## src/rtl/pic_irr_priority_resolver_pkg.sv

```systemverilog
// Shared types and constants for the PIC request/priority front end.
package pic_pkg;
  localparam int unsigned IR_WIDTH    = 8;
  localparam int unsigned LEVEL_WIDTH = 3;
  localparam logic [LEVEL_WIDTH-1:0] SPURIOUS_LEVEL = 3'd7;

  typedef enum logic {
    IDLE,
    WAIT2
  } pic_state_e;

  function automatic logic [IR_WIDTH-1:0] level_onehot(input logic [LEVEL_WIDTH-1:0] lvl);
    logic [IR_WIDTH-1:0] r;
    r      = '0;
    r[lvl] = 1'b1;
    return r;
  endfunction
endpackage

```

## src/rtl/pic_irr_priority_resolver_if.sv

```systemverilog
// Request/acknowledge bundle between the PIC control logic and the IRR resolver.
// Optional auto-EOI signals exist only when PIC_AUTO_EOI_EN is defined.
interface pic_irr_priority_resolver_if;
  import pic_pkg::*;

  logic [IR_WIDTH-1:0]    ir_in;
  logic                   ltim;
  logic [IR_WIDTH-1:0]    interrupt_mask;
  logic [IR_WIDTH-1:0]    in_service_register;
  logic                   inta_pulse;
  logic                   rotate_on_eoi;
  logic                   eoi_pulse;
  logic [LEVEL_WIDTH-1:0] eoi_level;
  logic                   int_out;
  logic [IR_WIDTH-1:0]    interrupt_request;
  logic [IR_WIDTH-1:0]    ack_set;
  logic [LEVEL_WIDTH-1:0] ack_vector;
  logic                   vector_valid;
  logic [LEVEL_WIDTH-1:0] lowest_prio;
`ifdef PIC_AUTO_EOI_EN
  logic                   auto_eoi_mode;
  logic [IR_WIDTH-1:0]    auto_eoi_clear;
`endif

  modport slave (
    input  ir_in, ltim, interrupt_mask, in_service_register, inta_pulse,
           rotate_on_eoi, eoi_pulse, eoi_level,
`ifdef PIC_AUTO_EOI_EN
    input  auto_eoi_mode,
    output auto_eoi_clear,
`endif
    output int_out, interrupt_request, ack_set, ack_vector, vector_valid, lowest_prio
  );

  modport master (
    output ir_in, ltim, interrupt_mask, in_service_register, inta_pulse,
           rotate_on_eoi, eoi_pulse, eoi_level,
`ifdef PIC_AUTO_EOI_EN
    output auto_eoi_mode,
    input  auto_eoi_clear,
`endif
    input  int_out, interrupt_request, ack_set, ack_vector, vector_valid, lowest_prio
  );
endinterface

```

## src/rtl/pic_irr_priority_resolver_rotator.sv

```systemverilog
// Combinational rotating-priority resolve: first candidate after lowest_prio wins;
// also reports the rank of the highest in-service level for the nesting compare.
module pic_priority_rotator
  import pic_pkg::*;
(
  input  logic [IR_WIDTH-1:0]    candidates,
  input  logic [IR_WIDTH-1:0]    in_service,
  input  logic [LEVEL_WIDTH-1:0] lowest_prio,
  output logic                   winner_valid,
  output logic [LEVEL_WIDTH-1:0] winner_level,
  output logic [LEVEL_WIDTH-1:0] winner_rank,
  output logic                   isr_valid,
  output logic [LEVEL_WIDTH-1:0] isr_rank
);
  logic [LEVEL_WIDTH-1:0] base;
  logic [LEVEL_WIDTH-1:0] lvl;

  always_comb begin
    base         = lowest_prio + 3'd1;
    lvl          = '0;
    winner_valid = 1'b0;
    winner_level = '0;
    winner_rank  = '0;
    isr_valid    = 1'b0;
    isr_rank     = '0;
    // Rank k is the k-th level visited from base; modulo-8 wrap comes from the 3-bit add.
    for (int unsigned k = 0; k < IR_WIDTH; k++) begin
      lvl = base + LEVEL_WIDTH'(k);
      if (!winner_valid && candidates[lvl]) begin
        winner_valid = 1'b1;
        winner_level = lvl;
        winner_rank  = LEVEL_WIDTH'(k);
      end
      if (!isr_valid && in_service[lvl]) begin
        isr_valid = 1'b1;
        isr_rank  = LEVEL_WIDTH'(k);
      end
    end
  end
endmodule

```

## src/rtl/pic_irr_priority_resolver.sv

```systemverilog
// PIC IRR capture, fully-nested priority resolve and two-pulse INTA sequencer.
// Optional auto-EOI at the second INTA is enabled with PIC_AUTO_EOI_EN.
module pic_irr_priority_resolver
  import pic_pkg::*;
#(
  parameter int unsigned NUM_IR            = 8,
  parameter logic [2:0]  RESET_LOWEST_PRIO = 3'd7
) (
  input logic                        clk,
  input logic                        reset,
  pic_irr_priority_resolver_if.slave bus
);
  pic_state_e state, state_d;

  logic [NUM_IR-1:0]      irr, irr_d, prev_ir, edge_base;
  logic [IR_WIDTH-1:0]    ack_set_r, ack_set_d;
  logic [LEVEL_WIDTH-1:0] ack_vector_r, ack_vector_d;
  logic [LEVEL_WIDTH-1:0] lowest_r, lowest_d;
  logic                   vector_valid_r, vector_valid_d;
  logic                   int_out_r, int_out_d;

  logic                   winner_valid, isr_valid;
  logic [LEVEL_WIDTH-1:0] winner_level, winner_rank, isr_rank;

`ifdef PIC_AUTO_EOI_EN
  logic                   ack_spur_r, ack_spur_d;
  logic [IR_WIDTH-1:0]    auto_clear_r, auto_clear_d;
`endif

  pic_priority_rotator u_rotator (
    .candidates   (irr & ~bus.interrupt_mask),
    .in_service   (bus.in_service_register),
    .lowest_prio  (lowest_r),
    .winner_valid (winner_valid),
    .winner_level (winner_level),
    .winner_rank  (winner_rank),
    .isr_valid    (isr_valid),
    .isr_rank     (isr_rank)
  );

  always_comb begin
    state_d        = state;
    ack_set_d      = '0;
    ack_vector_d   = ack_vector_r;
    vector_valid_d = 1'b0;
    lowest_d       = lowest_r;
`ifdef PIC_AUTO_EOI_EN
    ack_spur_d     = ack_spur_r;
    auto_clear_d   = '0;
`endif
    case (state)
      IDLE: begin
        if (bus.inta_pulse) begin
          state_d = WAIT2;
          if (winner_valid) begin
            ack_set_d    = level_onehot(winner_level);
            ack_vector_d = winner_level;
          end else begin
            ack_vector_d = SPURIOUS_LEVEL;
          end
`ifdef PIC_AUTO_EOI_EN
          ack_spur_d = !winner_valid;
`endif
        end
      end
      WAIT2: begin
        if (bus.inta_pulse) begin
          state_d        = IDLE;
          vector_valid_d = 1'b1;
        end
      end
      default: state_d = IDLE;
    endcase

    if (bus.eoi_pulse && bus.rotate_on_eoi)
      lowest_d = bus.eoi_level;
`ifdef PIC_AUTO_EOI_EN
    if (vector_valid_d && bus.auto_eoi_mode && !ack_spur_r) begin
      auto_clear_d = level_onehot(ack_vector_r);
      if (bus.rotate_on_eoi)
        lowest_d = ack_vector_r;
    end
`endif

    int_out_d = (state_d == IDLE) && winner_valid && (!isr_valid || (winner_rank < isr_rank));
  end

  // Acknowledge clear is applied last so it beats a same-cycle edge on the acked bit.
  always_comb begin
    edge_base = (irr & bus.ir_in) | (bus.ir_in & ~prev_ir);
    irr_d     = (bus.ltim ? bus.ir_in : edge_base) & ~ack_set_d;
  end

  always_ff @(posedge clk) begin
    if (reset) begin
      state <= IDLE;
    end else begin
      state <= state_d;
    end
  end

  always_ff @(posedge clk) begin
    if (reset) begin
      irr            <= '0;
      prev_ir        <= '0;
      ack_set_r      <= '0;
      ack_vector_r   <= '0;
      vector_valid_r <= 1'b0;
      int_out_r      <= 1'b0;
      lowest_r       <= RESET_LOWEST_PRIO;
`ifdef PIC_AUTO_EOI_EN
      ack_spur_r     <= 1'b0;
      auto_clear_r   <= '0;
`endif
    end else begin
      irr            <= irr_d;
      prev_ir        <= bus.ir_in;
      ack_set_r      <= ack_set_d;
      ack_vector_r   <= ack_vector_d;
      vector_valid_r <= vector_valid_d;
      int_out_r      <= int_out_d;
      lowest_r       <= lowest_d;
`ifdef PIC_AUTO_EOI_EN
      ack_spur_r     <= ack_spur_d;
      auto_clear_r   <= auto_clear_d;
`endif
    end
  end

  assign bus.int_out           = int_out_r;
  assign bus.interrupt_request = irr;
  assign bus.ack_set           = ack_set_r;
  assign bus.ack_vector        = ack_vector_r;
  assign bus.vector_valid      = vector_valid_r;
  assign bus.lowest_prio       = lowest_r;
`ifdef PIC_AUTO_EOI_EN
  assign bus.auto_eoi_clear    = auto_clear_r;
`endif
endmodule

```

## src/flat_wrapper.sv

```systemverilog
// flat-port wrapper written by rule: the top's interface ports become plain ports
module pic_irr_priority_resolver_flat import pic_pkg::*;
#(
  parameter int unsigned NUM_IR            = 8,
  parameter logic [2:0]  RESET_LOWEST_PRIO = 3'd7
)
  (clk, reset, bus_ir_in, bus_ltim, bus_interrupt_mask, bus_in_service_register, bus_inta_pulse, bus_rotate_on_eoi, bus_eoi_pulse, bus_eoi_level, bus_int_out, bus_interrupt_request, bus_ack_set, bus_ack_vector, bus_vector_valid, bus_lowest_prio);
  pic_irr_priority_resolver_if bus_i ();
  input logic clk;
  input logic reset;
  input wire logic [$bits(bus_i.ir_in)-1:0] bus_ir_in;
  input wire logic [$bits(bus_i.ltim)-1:0] bus_ltim;
  input wire logic [$bits(bus_i.interrupt_mask)-1:0] bus_interrupt_mask;
  input wire logic [$bits(bus_i.in_service_register)-1:0] bus_in_service_register;
  input wire logic [$bits(bus_i.inta_pulse)-1:0] bus_inta_pulse;
  input wire logic [$bits(bus_i.rotate_on_eoi)-1:0] bus_rotate_on_eoi;
  input wire logic [$bits(bus_i.eoi_pulse)-1:0] bus_eoi_pulse;
  input wire logic [$bits(bus_i.eoi_level)-1:0] bus_eoi_level;
  output wire logic [$bits(bus_i.int_out)-1:0] bus_int_out;
  output wire logic [$bits(bus_i.interrupt_request)-1:0] bus_interrupt_request;
  output wire logic [$bits(bus_i.ack_set)-1:0] bus_ack_set;
  output wire logic [$bits(bus_i.ack_vector)-1:0] bus_ack_vector;
  output wire logic [$bits(bus_i.vector_valid)-1:0] bus_vector_valid;
  output wire logic [$bits(bus_i.lowest_prio)-1:0] bus_lowest_prio;
  assign bus_i.ir_in = bus_ir_in;
  assign bus_i.ltim = bus_ltim;
  assign bus_i.interrupt_mask = bus_interrupt_mask;
  assign bus_i.in_service_register = bus_in_service_register;
  assign bus_i.inta_pulse = bus_inta_pulse;
  assign bus_i.rotate_on_eoi = bus_rotate_on_eoi;
  assign bus_i.eoi_pulse = bus_eoi_pulse;
  assign bus_i.eoi_level = bus_eoi_level;
  assign bus_int_out = bus_i.int_out;
  assign bus_interrupt_request = bus_i.interrupt_request;
  assign bus_ack_set = bus_i.ack_set;
  assign bus_ack_vector = bus_i.ack_vector;
  assign bus_vector_valid = bus_i.vector_valid;
  assign bus_lowest_prio = bus_i.lowest_prio;
  pic_irr_priority_resolver #(.NUM_IR(NUM_IR), .RESET_LOWEST_PRIO(RESET_LOWEST_PRIO)) u_core (.clk(clk), .reset(reset), .bus(bus_i));
endmodule
```

## config.mk

```make
export PLATFORM = sky130hd
export DESIGN_NAME = pic_irr_priority_resolver_flat
export DESIGN_NICKNAME = d
export VERILOG_FILES = /design/src/rtl/pic_irr_priority_resolver_pkg.sv /design/src/rtl/pic_irr_priority_resolver_if.sv /design/src/rtl/pic_irr_priority_resolver_rotator.sv /design/src/rtl/pic_irr_priority_resolver.sv /design/src/flat_wrapper.sv
export SDC_FILE = /design/constraint.sdc
export NUM_CORES = 1
export LEC_CHECK = 0
export CELL_PAD_IN_SITES_DETAIL_PLACEMENT = 0
export CELL_PAD_IN_SITES_GLOBAL_PLACEMENT = 1
export CORE_UTILIZATION = 35
export CTS_CLUSTER_SIZE = 12
export DETAILED_ROUTE_END_ITERATION = 16
export HOLD_SLACK_MARGIN = 0.12
export MAX_ROUTING_LAYER = met4
export PLACE_DENSITY_LB_ADDON = 0.1
export SYNTH_ARGS = -nofsm -noshare
export SYNTH_HDL_FRONTEND = slang
export SYNTH_HIERARCHICAL = 1
export SYNTH_SLANG_ARGS = --single-unit
export TNS_END_PERCENT = 1
```

## constraint.sdc

```tcl
create_clock -name clk -period 3.6 [get_ports clk]
set_input_delay 0.72 -clock clk [delete_from_list [all_inputs] [get_ports clk]]
set_output_delay 0.72 -clock clk [all_outputs]
set_load 0.005 [all_outputs]
```

[Word level (Yosys, flattened, before mapping)]
Index checks and enable logic that the tools add are counted.
Operators by class
  magnitude comparators: 11
  multiplexer cells: 80
  reductions and logical operators: 36
  add/sub/neg operators: 8
  bitwise logic cells: 10
Operator list (count)
  3-bit two-way mux: 21
  1-bit binary-select mux with 3-bit select: 16
  1-bit two-way mux: 37
  3-bit by 4-bit < comparator with 1-bit output, second input constant: 9
  8-bit AND: 4
  8-bit two-way mux: 4
  8-bit NOT: 3
  1-bit logical AND: 18
  1-bit zero test: 15
  3-bit adder, second input constant: 4
  8-bit OR: 1
  3-bit by 1-bit adder with 3-bit output, second input constant: 2
  3-bit by 2-bit adder with 3-bit output, second input constant: 2
  1-bit demux with 3-bit select: 1
  3-bit by 1-bit greater-or-equal comparator with 1-bit output, second input constant: 1
  3-bit < comparator: 1
  1-bit NOT: 2
  1-bit one-hot mux with 2 select lines: 1
  2-bit AND reduction: 1
  2-bit OR reduction: 1
  1-bit logical OR: 1
Word-level totals
  flip-flop bits (word level): 33
  input port bits: 33
  output and inout bits: 24
  logic and storage cells: 153

[Longest topological paths before layout]
Gate-level depths: netlist (run 1).
  depth after elaboration: 35
  mapped depth: 16

[By module]
The synthesis (run 1) kept the hierarchy.
Modules (own cells, without submodules)
  pic_priority_rotator: instances 1, area an instance 1391.3 um^2, cells an instance 151
  pic_irr_priority_resolver: instances 1, area an instance 1198.6 um^2, cells an instance 122

[Worst setup path after synthesis (run 1)]
Ideal clock, no wire load.
  path kind: flip-flop to flip-flop
  start point: reg u_core.lowest_r[0], in the netlist u_core/bus.lowest_prio[0]
  end point: reg u_core.irr[5], in the netlist u_core/bus.interrupt_request[5]
  cell stages (with the launch flop): 17
  clock period less this slack: 3.812 ns
  slack: -0.212 ns
  library setup time: 0.116 ns
  data required time: 3.484 ns
  data arrival time: 3.696 ns
  path through: dfxtp_1 -> buf_6 -> buf_2 -> buf_2 -> inv_1 -> ha_1 -> buf_6 -> buf_2 -> mux4_2 -> mux2_2 -> nor2_1 -> nand2_1 -> o22a_1 -> a31oi_1 -> nand4b_1 -> or2_4 -> o211a_1
Between the ends
  longest elaborated chain between the ends: 34
RTL lines
  start, declared: line pic_irr_priority_resolver.sv:18  | logic [LEVEL_WIDTH-1:0] lowest_r, lowest_d;
  start signal, assigned: line pic_irr_priority_resolver.sv:122  | lowest_r <= lowest_d;
  3-bit by 1-bit adder with 3-bit output (*): line pic_irr_priority_resolver_rotator.sv:19  | base = lowest_prio + 3'd1;
  branches (longest 23 deep; another with 3-bit by 1-bit adder with 3-bit output)
  3-bit two-way mux (*): line pic_irr_priority_resolver_rotator.sv:29  | if (!winner_valid && candidates[lvl]) begin
  via u_core.winner_level[2]: line pic_irr_priority_resolver.sv:23  | logic [LEVEL_WIDTH-1:0] winner_level, winner_rank, isr_rank;
  3-bit by 4-bit < comparator with 1-bit output (implied by the code) / 3-bit by 1-bit greater-or-equal comparator with 1-bit output (equally long branches): line pic_irr_priority_resolver_pkg.sv:15  | r[lvl] = 1'b1;
  1-bit logical AND (implied by the code): line pic_irr_priority_resolver_pkg.sv:15
  1-bit two-way mux (implied by the code): line pic_irr_priority_resolver_pkg.sv:15
  1-bit demux with 3-bit select (*)
  8-bit two-way mux (*): line pic_irr_priority_resolver.sv:55  | if (winner_valid) begin
  8-bit two-way mux (*): line pic_irr_priority_resolver.sv:53  | if (bus.inta_pulse) begin
  8-bit two-way mux (*): line pic_irr_priority_resolver.sv:51  | case (state)
  8-bit NOT (*): line pic_irr_priority_resolver.sv:91  | irr_d = (bus.ltim ? bus.ir_in : edge_base) & ~ack_set_d;
  8-bit AND (*): line pic_irr_priority_resolver.sv:91
  end signal, assigned: line pic_irr_priority_resolver.sv:116  | irr <= irr_d;
  end, declared: line pic_irr_priority_resolver.sv:15  | logic [NUM_IR-1:0] irr, irr_d, prev_ir, edge_base;
Mark *: on every way through the listed nets, which the timed path passes. The select of a mux whose other input is x is not followed.
A chain may end at the register's enable or synchronous reset.

[Final worst setup path (run 1)]
  start point: in bus_interrupt_mask[3]
  end point: reg u_core.irr[5], in the netlist u_core/bus.interrupt_request[5]
Between the ends
  longest elaborated chain between the ends: 35
RTL lines
  start, declared: line flat_wrapper.sv:13  | input wire logic [$bits(bus_i.interrupt_mask)-1:0] bus_interrupt_mask;
  8-bit NOT (*): line pic_irr_priority_resolver.sv:31  | .candidates (irr & ~bus.interrupt_mask),
  8-bit AND (*): line pic_irr_priority_resolver.sv:31
  1-bit binary-select mux with 3-bit select: line pic_irr_priority_resolver_rotator.sv:29
  1-bit two-way mux (implied by the code): line pic_irr_priority_resolver_rotator.sv:29
  1-bit two-way mux: line pic_irr_priority_resolver_rotator.sv:29
  1-bit zero test: line pic_irr_priority_resolver_rotator.sv:29
  1-bit logical AND: line pic_irr_priority_resolver_rotator.sv:29
  1-bit two-way mux: line pic_irr_priority_resolver_rotator.sv:29
  (+18 left out)
  via u_core.winner_level[0]: line pic_irr_priority_resolver.sv:23
  (+1 left out)
  1-bit logical AND (implied by the code): line pic_irr_priority_resolver_pkg.sv:15
  1-bit two-way mux (implied by the code): line pic_irr_priority_resolver_pkg.sv:15
  1-bit demux with 3-bit select (*)
  8-bit two-way mux (*): line pic_irr_priority_resolver.sv:55
  8-bit two-way mux (*): line pic_irr_priority_resolver.sv:53
  8-bit two-way mux (*): line pic_irr_priority_resolver.sv:51
  8-bit NOT (*): line pic_irr_priority_resolver.sv:91
  8-bit AND (*): line pic_irr_priority_resolver.sv:91
Mark *: on every way through the listed nets, which the timed path passes. The rest lies on a longest branch. The select of a mux whose other input is x is not followed.

==> summary.txt, run 1 <==
outcome: completed
RePlAce Congestion: 0.901
Buf/Inv on CP: 4
Post-synth EDFFs: 0
slew margin rel.: 46.6%
WP data required: 3.77 ns
Die Ht: 88.0 microns
CP most frequent cell: inv_1
Detail Placement HPWL: 5620 microns
crit path kind: input pin to register
Placed Cells incl. Taps: 456
commonest non-fill, non-tap cell in the layout: clkdlybuf4s50_1
f_max: 285 MHz
vias in the first global route: 2,364
Vias/cell: 5.28
final net count: 408
final hold vios: 0
Detailed Route Iter0 Violations: 80
DIE AREA: 0.00775 sq mm
antenna-violating nets left: 0
CP endpoint kind: register
final hold slack: 0.477 ns
Tcrit/Tclk final: 97.3%
Seq pwr share: 27.3%
largest area contributor in the netlist: dfxtp_1
dominant cells by area after synthesis: dfxtp_1 (26%), mux4_2 (11%), mux4_1 (6.1%), nor2b_1 (4.8%), mux2i_1 (3.9%)
delay-heaviest family, CP: simple AND/OR/NAND/NOR gates
reg2reg end: u_core/bus.interrupt_request[5]
clock root buffer: clkbuf_8
n_diodes: 0
syn_area_per_cell: 9.49 sq um
worst vdd ir: 0.000263 V
crit-path max cell delay: 0.58 ns
Crit Reg-Reg Startpoint: u_core/bus.lowest_prio[0]
FF+latch count, synth: 33
total number of vias: 2,464
Synth Warn #: 6
DR WL/cell: 15.9 microns
hold endpoint: u_core/bus.vector_valid
post-synthesis cell count: 273
asr flop ratio synth: 0%
top-area cell type share of the netlist area: 25.5%
sw power: 0.000548 W
MaxCap Viol Count: 0
final core utilization: 54.2%
RSZ-0062 raised after global routing: no
clk_skew: 0.00730 ns
Placement Rows: 30
Comb pwr share: 54.8%
Worst-Margin Slew: 0.799 ns
initial antenna violation count: 0
number of port buffers: 56
R2R setup slack: 0.26 ns
total CTS buffers: 5
switching share of power: 36.0%
Distinct cells, synth: 55
First-pass DRT Iterations: 4
Hold Crit Depth: 2
first-pass GRT wire length: 11,700 microns
synthesized area: 0.00259 sq mm
# IOs: 57
CP max FO: 7
routed wl met3: 201 microns
Min-Delay Startpoint: u_core/state
GRT Total Usage: 20.3%
crit path time final: 3.50 ns
Power Dens Cells: 402 mW/mm^2
Post-Route M1 WL: 3560 microns
WL met2: 3570 microns
CTS tree: done
highest metal used: met4
final setup fails: 0
DRC errors left: 0
clock latency on the worst-skew pair: 0.28 ns
share of cells above drive strength 1: 29.4%
DP Area: 0.00354 sq mm
critical path startpoint category: input pin
synth-to-layout area growth: 46.2%
Clk network pwr share: 18.0%
syn_nets: 311
clk buf depth: 2
Final Instance Count excl. Fillers: 467
Reg clk slew, reported paths: 0.07 ns
largest net degree at the start of global routing: 23
Pins Over Slew Limit: 0
Die W: 88.0 microns
initial core utilization: 37.1%
design area: 0.00379 sq mm
LEAKAGE: 1.59 nW
H-tree lvl count: 2
Cell Int Power: 0.000975 W
Sink Count: 33
Crit-path slowest cell: mux4_2
type of the tightest min-delay check: register to register
drt total wl: 7410 microns
Critical Path AT: 3.67 ns
sequential fraction of the synthesis area: 25.5%
Top FF cell, synth: dfxtp_1
final global-route overflow total: 0
most frequent cells in the layout: clkdlybuf4s50_1 (54), buf_4 (51), dfxtp_1 (33)
core area: 0.00698 sq mm
fill count: 678
Reg2Reg Depth: 13
cell chain of the critical path: clkdlybuf4s50_1 > nor2b_2 > mux4_2 > buf_4 > or4b_1 > nand4_1 > inv_1 > a31oi_2 > mux2_4 > inv_1 > or2_4 > o211a_1
==> registers in the layout, summed over array words and instances, names as in the netlist <==
name / count
u_core/bus.ack_set: 8
u_core/bus.ack_vector: 3
u_core/bus.int_out: 1
u_core/bus.interrupt_request: 8
u_core/bus.lowest_prio: 3
u_core/bus.vector_valid: 1
u_core/prev_ir: 8
u_core/state: 1
==> worst max path at each step <==
| stage | endpoint | from | cells after the start |
|---|---|---|---|
| floorplan | u_core/bus.interrupt_request[5] | u_core/bus.lowest_prio[0] | 16 |
| global placement | u_core/bus.interrupt_request[2] | bus_interrupt_mask[3] | 13 |
| detailed placement | u_core/bus.interrupt_request[2] | bus_interrupt_mask[3] | 12 |
| CTS | u_core/bus.ack_set[0] | bus_interrupt_mask[0] | 13 |
| global route | u_core/bus.interrupt_request[5] | bus_interrupt_mask[1] | 12 |
| finish | u_core/bus.interrupt_request[5] | bus_interrupt_mask[3] | 12 |
==> cells in the mapped netlist (2+ instances only) <==
library cell / n
mux2i_1: 10
nor3b_1: 2
ha_1: 5
nand2_1: 26
nand4_1: 2
mux4_2: 13
nor4_1: 11
o221a_2: 2
inv_1: 9
nand2b_1: 7
buf_6: 3
and3_1: 3
a211o_1: 3
xnor3_1: 2
mux4_1: 6
o22ai_1: 4
buf_4: 3
nand4b_1: 2
and2_1: 2
mux2_2: 7
or4_1: 2
o21ai_0: 7
nand3_1: 3
clkbuf_1: 3
buf_2: 8
a21oi_1: 4
o211a_1: 7
dfxtp_1: 33
a31oi_1: 4
nor4b_1: 2
nor2b_1: 20
nor3_1: 8
or4b_1: 3
nor2_1: 26
==> logic make-up after synthesis <==
kind of cell	after synthesis	share of synthesized area, %
buffers and inverters	27	5.60
multiplexers	36	24.3
XOR/XNOR	4	2.71
AO/OA/AOI/OAI	44	13.3
adder cells (fa/ha/maj)	5	2.42
AND/OR/NAND/NOR	124	26.2
flip-flops	33	25.5
==> tightest hold or removal path: stages (launching register included) <==
cell	delay, ns
dfxtp_1	0.34
nand2_1	0.07
nor2_1	0.03
==> stage by stage <==
stage                     total power (W)  setup slack [ns]  setup TNS, ns
after detailed placement          0.00119            -0.343          -4.47
after global routing              0.00162           0.00246              0
after global placement            0.00119            -0.301          -3.99
final                             0.00152            0.0972              0
after floorplan                  0.000865            0.0128              0
after CTS                         0.00147            0.0268              0
==> cell type report <==
class | instances | area (sq um) | area share [%]
Multi-Input combinational cell | 213 | 1930 | 51.0
Clock inverter | 2 | 10.0 | 0.264
Sequential cell | 33 | 661 | 17.4
Clock buffer | 6 | 72.6 | 1.92
Tap cell | 96 | 120 | 3.17
Inverter | 9 | 33.8 | 0.892
Timing Repair Buffer | 108 | 960 | 25.3
==> power by group through the flow <==
stage	registers, W	clock network, W	logic (W)
after floorplan	0.000420	0	0.000445
after global placement	0.000423	0	0.000763
after detailed placement	0.000423	0	0.000765
after CTS	0.000415	0.000279	0.000772
after global routing	0.000419	0.000299	0.000900
final	0.000415	0.000274	0.000834
==> timing repair <==
action                     CTS  global route
setup buffers                0             4
gates resized for setup      1            29
setup endpoints to repair    2            18
hold buffers                 0             0
pin swaps                    0            10
==> per-layer routing <==
layer  vias to the layer above  global-route usage (%)
met1                      1189                    27.4
met4                         0                    5.57
li1                       1223                       -
met5                         -                       -
met2                        44                    31.8
met3                         8                    2.83
No activity file was read; power rests on OpenSTA's default activity.
==> inputs of run 2 (changes only) <==
--- a/config.mk
+++ b/config.mk
@@ -5,6 +5,7 @@
 export SDC_FILE = /design/constraint.sdc
 export NUM_CORES = 1
 export LEC_CHECK = 0
+export CAP_MARGIN = 20
 export CELL_PAD_IN_SITES_DETAIL_PLACEMENT = 0
 export CELL_PAD_IN_SITES_GLOBAL_PLACEMENT = 1
 export CORE_UTILIZATION = 35
==> constraint.sdc (replaced) <==
create_clock -name clk -period 3.6 [get_ports clk]
set_input_delay 0.36 -clock clk [delete_from_list [all_inputs] [get_ports clk]]
set_output_delay 0.36 -clock clk [all_outputs]
set_load 0.005 [all_outputs]
==> run 2 against run 1 <==
Against the previous run: design area down 8.9%; largest power group unchanged; largest cell class unchanged; worst setup slack better by 0.15 ns; global-route usage down 0.97 points.
==> summary.txt, run 2 (synthesis results as in run 1) <==
first-pass GRT wire length: 11,300 microns
Detail Placement HPWL: 5210 microns
clock root buffer: clkbuf_8
R2R setup slack: 0.25 ns
Sink Count: 33
antenna-violating nets left: 0
Die Ht: 88.0 microns
cell chain of the critical path: inv_1 > ha_4 > mux4_2 > nor4_1 > nor4_1 > buf_4 > o221a_2 > o22a_1 > a31oi_2 > nand4b_1 > or2_4 > o211a_1
Vias/cell: 5.44
Critical Path AT: 3.52 ns
design area: 0.00345 sq mm
f_max: 298 MHz
crit path time final: 3.35 ns
n_diodes: 0
total CTS buffers: 5
Reg clk slew, reported paths: 0.07 ns
slew margin rel.: 46.0%
WP data required: 3.77 ns
share of cells above drive strength 1: 18.3%
Placed Cells incl. Taps: 426
CTS tree: done
Detailed Route Iter0 Violations: 194
DP Area: 0.00331 sq mm
Die W: 88.0 microns
crit path kind: register to register
total number of vias: 2,359
fill count: 698
Pins Over Slew Limit: 0
outcome: completed
worst vdd ir: 0.000252 V
Crit Reg-Reg Startpoint: u_core/bus.lowest_prio[0]
Placement Rows: 30
setup TNS: 0 ns
DR WL/cell: 15.7 microns
final setup fails: 0
Comb pwr share: 47.0%
DRC errors left: 0
largest net degree at the start of global routing: 23
CP endpoint kind: register
Tcrit/Tclk final: 93.1%
H-tree lvl count: 2
crit-path max cell delay: 0.60 ns
LEAKAGE: 1.40 nW
final net count: 375
Seq pwr share: 28.5%
initial antenna violation count: 0
Cell Int Power: 0.000967 W
MaxCap Viol Count: 0
reg2reg end: u_core/bus.interrupt_request[5]
final global-route overflow total: 0
Final Instance Count excl. Fillers: 434
Crit-path slowest cell: mux4_2
GRT Total Usage: 19.3%
critical path startpoint category: register
vias in the first global route: 2,305
most frequent cells in the layout: clkdlybuf4s50_1 (56), dfxtp_1 (32), nand2_1 (25), nor2_1 (25), nor2b_1 (20)
Worst-Margin Slew: 0.807 ns
Power Dens Cells: 423 mW/mm^2
synth-to-layout area growth: 33.2%
CP most frequent cell: nor4_1
RSZ-0062 raised after global routing: no
area occupied by multi-input gates: 0.00182 sq mm
core area: 0.00698 sq mm
clk buf depth: 2
Critical Path End: u_core/bus.interrupt_request[5]
First-pass DRT Iterations: 4
drt total wl: 6830 microns
Min-Delay Startpoint: u_core/state
Clk network pwr share: 24.5%
clk_skew: 0.00567 ns
RePlAce Congestion: 0.813
Hold Buf Count CTS: 0
final hold vios: 0
CP max FO: 8
commonest non-fill, non-tap cell in the layout: clkdlybuf4s50_1
clock latency on the worst-skew pair: 0.28 ns
DIE AREA: 0.00775 sq mm
number of port buffers: 56
type of the tightest min-delay check: register to register
FF/Latch Area: 662 sq um
sw power: 0.000493 W
Reg2Reg Depth: 12
initial core utilization: 37.1%
Worst Setup SP: u_core/bus.lowest_prio[0]
# IOs: 57
switching share of power: 33.8%
==> run 2: changes by cell type in the layout (fill, tap and decap cells not counted), sizes merged <==
cell,delta
bufinv,+1
clkbuf,+1
clkdlybuf4s50,+2
dlymetal6s2s,-2
clkinv,-2
buf,-33
==> run 2: power by group through the flow <==
stage	registers (W)	clock network (W)	logic, W
floorplan	0.000420	0	0.000445
global placement	0.000424	0	0.000671
detailed placement	0.000424	0	0.000668
CTS	0.000416	0.000367	0.000673
global route	0.000420	0.000384	0.000750
finish	0.000416	0.000358	0.000686
==> run 2: through the flow <==
| stage | hold slack (ns) | total power [W] | worst slack [ns] | util, % |
|---|---|---|---|---|
| floorplan | 0.426 | 0.000865 | 0.0128 | - |
| global placement | 0.447 | 0.00110 | 0.00698 | 47.5 |
| detailed placement | 0.455 | 0.00109 | 0.0245 | 47.5 |
| CTS | 0.467 | 0.00146 | 0.117 | 49.1 |
| global route | 0.509 | 0.00155 | 0.0653 | 49.4 |
| finish | 0.467 | 0.00146 | 0.250 | 49.4 |
==> run 2: how the worst min path moves through the flow <==
stage	end	slack, ns	cells past startpoint
detailed placement	u_core/bus.vector_valid	0.46	2
CTS	u_core/bus.vector_valid	0.47	2
global route	u_core/bus.vector_valid	0.51	2
finish	u_core/bus.vector_valid	0.47	2
floorplan	u_core/bus.vector_valid	0.43	2
global placement	u_core/bus.vector_valid	0.45	2
==> run 2: per-layer routing <==
| layer | track usage (%) | vias to the layer above | routed length (microns) |
|---|---|---|---|
| met1 | 26.7 | 1138 | 3420 |
| met4 | 4.69 | 0 | 59 |
| met3 | 2.26 | 4 | 196 |
| met5 | - | - | 0 |
| li1 | - | 1159 | - |
| met2 | 30.1 | 58 | 3150 |
==> run 2: repair_timing <==
action / 4_1_cts / 5_1_grt
resized for setup: 0 / 5
endpoints found under the setup margin: 0 / 15
setup buffers: 0 / 0
==> run 2: final cells by class <==
cell class                      instances  area share, %
Clock buffer                            7           2.50
Clock inverter                          1          0.870
Inverter                                9          0.979
Multi-Input combinational cell        213           52.6
Sequential cell                        33           19.2
Tap cell                               96           3.48
Timing Repair Buffer                   75           20.4
==> run 2: worst max-delay path, delay by kind of cell, from the launching register on <==
family | cells | cell delay [ns]
AOI/OAI and AO/OA | 4 | 0.88
and+or+nand+nor | 4 | 0.87
muxes | 1 | 0.60
DFF | 1 | 0.35
adders and majority gates | 1 | 0.28
buffers and inverters | 2 | 0.25
